$ cat config.mk
export PLATFORM = sky130hd
export DESIGN_NAME = alu16_seq
export DESIGN_NICKNAME = d
export VERILOG_FILES = /design/src/rtl/alu16_seq.sv
export SDC_FILE = /design/constraint.sdc
export NUM_CORES = 1
export LEC_CHECK = 0
export BUFFER_PORTS_ARGS = -buffer_cell sky130_fd_sc_hd__buf_2
export CAP_MARGIN = 20
export CORE_ASPECT_RATIO = 0.9
export CORE_UTILIZATION = 50
export CTS_CLUSTER_DIAMETER = 200
export CTS_CLUSTER_SIZE = 28
export DETAILED_ROUTE_END_ITERATION = 10
export HOLD_SLACK_MARGIN = 0.12
export PLACE_DENSITY = 0.86
export SLEW_MARGIN = 20
export SYNTH_ARGS = -nofsm -noshare
export SYNTH_HDL_FRONTEND = slang
export SYNTH_SLANG_ARGS = --single-unit
$ cat constraint.sdc
create_clock -name clk -period 2.1 [get_ports clk]
set_input_delay 0.21 -clock clk [delete_from_list [all_inputs] [get_ports clk]]
set_output_delay 0.21 -clock clk [all_outputs]
set_load 0.05 [all_outputs]
$ cat src/rtl/alu16_seq.sv
// Two-pass 16-bit arithmetic sequencer driving an 8-bit ALU (low byte, then high byte).
// Latency: accept at edge N, result registered at edge N+2, rsp_valid high from then; 4 cycles/op minimum.
// Backpressure: req_ready only in IDLE; the response is held stable in DONE until rsp_ready.

package alu16_seq_pkg;
  // Flag nibble ordered {Z,N,H,C}
  typedef logic [3:0] flags_t;

  typedef enum logic [2:0] {
    ALU_PASS = 3'd0,
    ALU_ADD  = 3'd1,
    ALU_ADC  = 3'd2,
    ALU_SUB  = 3'd3,
    ALU_SBC  = 3'd4
  } alu_op_t;

  typedef enum logic [1:0] {
    OP_ADD16 = 2'b00,
    OP_ADDSP = 2'b01,
    OP_INC16 = 2'b10,
    OP_DEC16 = 2'b11
  } seq_op_t;
endpackage

module alu16_seq
  import alu16_seq_pkg::*;
(
  input  logic        clk,
  input  logic        rst_n,
  input  logic        req_valid,
  output logic        req_ready,
  input  logic [1:0]  req_op,
  input  logic [15:0] req_a,
  input  logic [15:0] req_b,
  input  flags_t      flags_cur,
  output logic        alu_en,
  output logic [7:0]  alu_a,
  output logic [7:0]  alu_b,
  output alu_op_t     alu_op,
  output flags_t      alu_flags_in,
  input  logic [7:0]  alu_res,
  input  flags_t      alu_flags_out,
  output logic        rsp_valid,
  input  logic        rsp_ready,
  output logic [15:0] rsp_result,
  output flags_t      rsp_flags
);

  typedef enum logic [1:0] {
    S_IDLE = 2'd0,
    S_LO   = 2'd1,
    S_HI   = 2'd2,
    S_DONE = 2'd3
  } state_t;

  state_t      state_q, state_d;
  seq_op_t     op_q, op_d;
  logic [15:0] a_q, a_d;
  logic [15:0] b_q, b_d;
  flags_t      flags_q, flags_d;
  logic [7:0]  lo_res_q, lo_res_d;
  flags_t      lo_flags_q, lo_flags_d;
  logic [15:0] rsp_result_q, rsp_result_d;
  flags_t      rsp_flags_q, rsp_flags_d;

  // State register; reset aborts any operation in flight
  always_ff @(posedge clk) begin
    if (!rst_n) state_q <= S_IDLE;
    else        state_q <= state_d;
  end

  // Next-state: fixed two ALU passes, then wait for the consumer
  always_comb begin
    state_d = state_q;
    case (state_q)
      S_IDLE:  if (req_valid) state_d = S_LO;
      S_LO:    state_d = S_HI;
      S_HI:    state_d = S_DONE;
      S_DONE:  if (rsp_ready) state_d = S_IDLE;
      default: state_d = S_IDLE;
    endcase
  end

  // Datapath captures: request on accept, low-byte pass in LO, response at end of HI
  always_comb begin
    op_d         = op_q;
    a_d          = a_q;
    b_d          = b_q;
    flags_d      = flags_q;
    lo_res_d     = lo_res_q;
    lo_flags_d   = lo_flags_q;
    rsp_result_d = rsp_result_q;
    rsp_flags_d  = rsp_flags_q;
    case (state_q)
      S_IDLE: begin
        if (req_valid) begin
          op_d    = seq_op_t'(req_op);
          a_d     = req_a;
          b_d     = req_b;
          flags_d = flags_cur;
        end
      end
      S_LO: begin
        lo_res_d   = alu_res;
        lo_flags_d = alu_flags_out;
      end
      S_HI: begin
        rsp_result_d = {alu_res, lo_res_q};
        case (op_q)
          // H/C are the bit-11 and bit-15 carries from the high-byte pass
          OP_ADD16: rsp_flags_d = {flags_q[3], 3'b000} | (alu_flags_out & 4'b0011);
          // H/C are the unsigned bit-3 and bit-7 carries from the low-byte pass
          OP_ADDSP: rsp_flags_d = lo_flags_q & 4'b0011;
          default:  rsp_flags_d = flags_q;
        endcase
      end
      default: ;
    endcase
  end

  // Datapath registers
  always_ff @(posedge clk) begin
    if (!rst_n) begin
      op_q         <= OP_ADD16;
      a_q          <= 16'h0000;
      b_q          <= 16'h0000;
      flags_q      <= 4'b0000;
      lo_res_q     <= 8'h00;
      lo_flags_q   <= 4'b0000;
      rsp_result_q <= 16'h0000;
      rsp_flags_q  <= 4'b0000;
    end else begin
      op_q         <= op_d;
      a_q          <= a_d;
      b_q          <= b_d;
      flags_q      <= flags_d;
      lo_res_q     <= lo_res_d;
      lo_flags_q   <= lo_flags_d;
      rsp_result_q <= rsp_result_d;
      rsp_flags_q  <= rsp_flags_d;
    end
  end

  // Outputs: handshakes are pure state decodes; ALU drive depends on pass and op
  always_comb begin
    req_ready    = (state_q == S_IDLE);
    rsp_valid    = (state_q == S_DONE);
    rsp_result   = rsp_result_q;
    rsp_flags    = rsp_flags_q;
    alu_en       = 1'b0;
    alu_a        = 8'h00;
    alu_b        = 8'h00;
    alu_op       = ALU_PASS;
    alu_flags_in = flags_q;
    case (state_q)
      S_LO: begin
        alu_en = 1'b1;
        alu_a  = a_q[7:0];
        case (op_q)
          OP_ADD16: begin alu_op = ALU_ADD; alu_b = b_q[7:0]; end
          OP_ADDSP: begin alu_op = ALU_ADD; alu_b = b_q[7:0]; end
          OP_INC16: begin alu_op = ALU_ADD; alu_b = 8'h01;    end
          default:  begin alu_op = ALU_SUB; alu_b = 8'h01;    end
        endcase
      end
      S_HI: begin
        alu_en       = 1'b1;
        alu_a        = a_q[15:8];
        alu_flags_in = {flags_q[3:1], lo_flags_q[0]};
        case (op_q)
          OP_ADD16: begin alu_op = ALU_ADC; alu_b = b_q[15:8]; end
          // Sign extension of e8 into the high byte
          OP_ADDSP: begin alu_op = ALU_ADC; alu_b = {8{b_q[7]}}; end
          OP_INC16: begin alu_op = ALU_ADC; alu_b = 8'h00;       end
          default:  begin alu_op = ALU_SBC; alu_b = 8'h00;       end
        endcase
      end
      default: ;
    endcase
  end

endmodule

# Word-level counts from Yosys, hierarchy flattened
# Cells that the tools add are included.
# totals
output_inout_bits	46
ff_bits	70
wordCells	37
# op_classes
mux	13
n_eq_ne	7
reduce_logical	7
bitwise_logic	1
# ops
operator	count
$pmux 8 s2	3
$mux 8	1
$pmux 2 s4	1
$pmux 4 s2	1
$eq 2x2->1 const B	3
$mux 2	3
$pmux 3 s2	1
$eq 2x1->1 const B	2
$logic_not 2->1	2
$or 4x2->4	1
$reduce_and 2->1	2
$reduce_or 2->1	2
$mux 3	1
$reduce_or 3->1	1
$mux 1	2
$ne 2x1->1 const B	1
$ne 2x2->1 const B	1

# Depth between registers and ports, before layout
# depth
word_depth	4
depth_mapped	7
ltp_nobuf	5

# Worst setup path after synthesis
# Ideal clock, no wire load.
# synth_path
kind	register to output
startpoint	register state_q[1]
endpoint	output port alu_b[7]
path_stages_with_launch	6
arrival_ns	2.447
n_path_buf	1
slack_ns	-0.557
cell_sequence	dfxtp_1 inv_1 ha_1 buf_2 a22oi_1 nor3b_1
# synth_between
elab_chain_len	2
elab_cells_between_ends	3
# synth_lines
item	line_no	text
start, declared	56	state_t state_q, state_d;
start signal, assigned	69	else state_q <= state_d;
$eq 2x2->1 or $eq 2x1->1 (tied branches)	155	case (state_q)
$pmux 8 s2 (*)	155	
end, declared	38	output logic [7:0] alu_b,
# Mark *: on every way between the ends. The rest lies on a longest branch, timed or not.

# Worst setup path after layout
# layout_path
startpoint	register state_q[1]
endpoint	output port alu_a[1]
# layout_between
elab_chain_len	2
elab_cells_between_ends	3
# layout_lines
item	line_no	text
$eq 2x2->1 or $eq 2x1->1 (tied branches)	155	
$pmux 8 s2 (*)	155	
end, declared	37	output logic [7:0] alu_a,
# Marks and branches as above.

==> impl_metrics.json <==
{
  "die_w_um": 83.1,
  "synth_edf_count": 0,
  "setup_viol": 0,
  "cpMaxStageDelayCell": "dfxtp_2",
  "insertion_delay_ns": 0.33,
  "leakagePower_uw": 0.00173,
  "yosysUniqueCellTypes": 32,
  "cts_tree": "done",
  "first_global_vias": 2597,
  "post_drt_via_cell_ratio": 5.12,
  "grt_overflow": 0,
  "clk_pin_slew_ns": 0.08,
  "path_buf_inv": 3,
  "port-buffer-count": 97,
  "ios": 100,
  "final_cell_count_no_fill": 541,
  "seq_area_frac_synth": 0.474,
  "tns_ns": 0,
  "synthToLayoutAreaGrowth_pct": 37.0,
  "drive_above_1_share": 0.295,
  "placedCellCount": 493,
  "antenna_found_initial": 0,
  "grt_use_total": 0.242,
  "min_period_over_period": 0.977,
  "wl_met1_mm": 3.18,
  "clkSinkCount": 70,
  "initial_core_util": 0.519,
  "insertedDiodeCount": 0,
  "drc": 0,
  "slew_violations": 0,
  "routed_wl_mm": 7.50,
  "grt_pass1_wl_mm": 11.8,
  "power_uw": 5150,
  "yosysMostFrequentCell": "nand2_1",
  "yosys.area.top_type": "dfxtp_1",
  "dieHeight_um": 75.0,
  "vias": 2772,
  "place_congestion": 0.795,
  "fillers": 414,
  "hold_viol_final": 0,
  "top_layer_used": "met4",
  "htree_levels": 3,
  "drtIter0Drc": 102,
  "finalClockSkew_ns": 0.00551,
  "drv_cap": 0,
  "dp_hpwl_mm": 4.71,
  "whs_ns": 0.128,
  "cts_max_path_buffers": 2,
  "crit_family": "buffers and inverters",
  "dr_wl_met3_um": 313,
  "syn_inst": 347,
  "synth.ff_latch_count": 70,
  "core_area_sq_um": 5690,
  "cts_setup_buffers": 0,
  "relSlewSlack": 0.614,
  "cts-root-buf": "clkbuf_8",
  "place_ws_ns": 0.290,
  "critPathLaunchType": "flop",
  "synth.cell_area_sq_um": 2960,
  "die_area_sq_um": 6220,
  "yosys_warnings": 0,
  "fmax_ghz": 0.487,
  "synth_commonest_cells": "nand2_1, dfxtp_1, a21oi_1",
  "numCtsBuffers": 9,
  "powerDensity_nw_per_um2": 1270,
  "cp-end-kind": "primary output",
  "rows": 26,
  "rsz0062_at_grt": "yes",
  "grt_max_degree": 35,
  "path_cells": "inv_1, ha_1, buf_4, a22oi_1, nor2b_2, clkbuf_4",
  "vdd_ir_drop_max_mv": 0.784,
  "crit_arrival_ns": 1.84,
  "synthFlopType": "dfxtp_1",
  "crit_fanout": 13,
  "wl_met2_mm": 3.85,
  "crit_required_ns": 1.89,
  "min_path_type": "in -> reg",
  "syn_nets": 405,
  "slowest_delay_ns": 0.35,
  "first_pass_iters": 4,
  "fin_crit_ns": 2.05,
  "avgSynthCellArea_sq_um": 8.52,
  "netlist.area_leader.share": 0.474,
  "ant_nets": 0,
  "synth_area_leaders": "dfxtp_1, nand2_1, mux2i_1",
  "wire_per_inst_um": 13.9,
  "worstSetupPathType": "reg -> out",
  "worstMarginPinSlew_ns": 0.578,
  "outcome": "complete, no violations",
  "fin_ws_ns": 0.0483,
  "synthArstFlopShare": 0,
  "fin_nets": 525
}
==> report_power, final <==
group / switching [uW] / internal [uW]
Sequential: 170 / 1590
Combinational: 1440 / 835
Clock: 477 / 638
==> what timing repair did <==
item	in CTS	in global routing
endpoints found under the hold margin	33	0
hold buffers	33	0
setup endpoints to repair	8	12
pin swaps	0	0
resized for setup	5	16
==> layout by cell type (no fill, tap or decap), types with 4 or more instances in the layout <==
master,synthesis,layout
buf_2,9,88
nand2_1,86,85
dfxtp_1,70,69
a21oi_1,48,48
dlygate4sd3_1,0,33
nor2_1,28,28
mux2i_1,26,26
clkbuf_8,0,12
buf_4,8,10
a22oi_1,9,9
nor2b_2,0,8
o21ai_1,7,7
nor2b_1,12,4
==> cell type report <==
type | instances | area [sq um] | share of cell area
Multi-Input combinational cell | 245 | 1410 | 0.347
Sequential cell | 70 | 1400 | 0.346
Timing Repair Buffer | 138 | 935 | 0.231
Clock buffer | 12 | 165 | 0.0408
Tap cell | 70 | 87.6 | 0.0216
Clock inverter | 3 | 42.5 | 0.0105
Inverter | 3 | 11.3 | 0.00278
==> state kept, by name, indices dropped and copies added, names as in the netlist <==
signal      flops
rsp_result     16
op_q            2
lo_flags_q      2
lo_res_q        8
flags_q         4
state_q         2
rsp_flags       4
b_q            16
a_q            16
==> cells by family after synthesis <==
kind of cell             Yosys count  share of synthesized area
AND/OR/NAND/NOR                  140                      0.204
AO/OA/AOI/OAI                     72                      0.135
flip-flops                        70                      0.474
buffers and inverters             32                     0.0702
multiplexers                      29                     0.0994
adder cells (fa/ha/maj)            4                     0.0169
==> worst reg2reg max path, stage by stage (launching register included) <==
cell	delay [ns]
dfxtp_1	0.34
inv_1	0.18
ha_4	0.31
buf_4	0.35
nand2_1	0.12
o31ai_1	0.25
==> final timing paths <==
kind	slack, ns	startpoint	depth (start not counted)	endpoint
worst max register to register	0.46	state_q[0]	5	rsp_flags[0]
worst min register to register	0.46	a_q[2]	2	a_q[2]
worst min-delay path	0.13	req_a[12]	3	a_q[12]
worst max-delay path	0.05	state_q[1]	6	alu_a[1]
==> per-layer routing <==
| layer | vias up | track usage |
|---|---|---|
| met5 | - | 0 |
| li1 | 1388 | - |
| met1 | 1285 | 0.283 |
| met4 | 0 | 0.0939 |
| met2 | 83 | 0.434 |
| met3 | 16 | 0.0669 |
==> metrics by stage <==
step	utilization	area (sq um)
after floorplan	-	2980
after global placement	0.605	3450
after detailed placement	0.605	3450
after CTS	0.703	4000
after global routing	0.712	4050
final	0.712	4050
No activity file was read; power rests on OpenSTA's default activity.
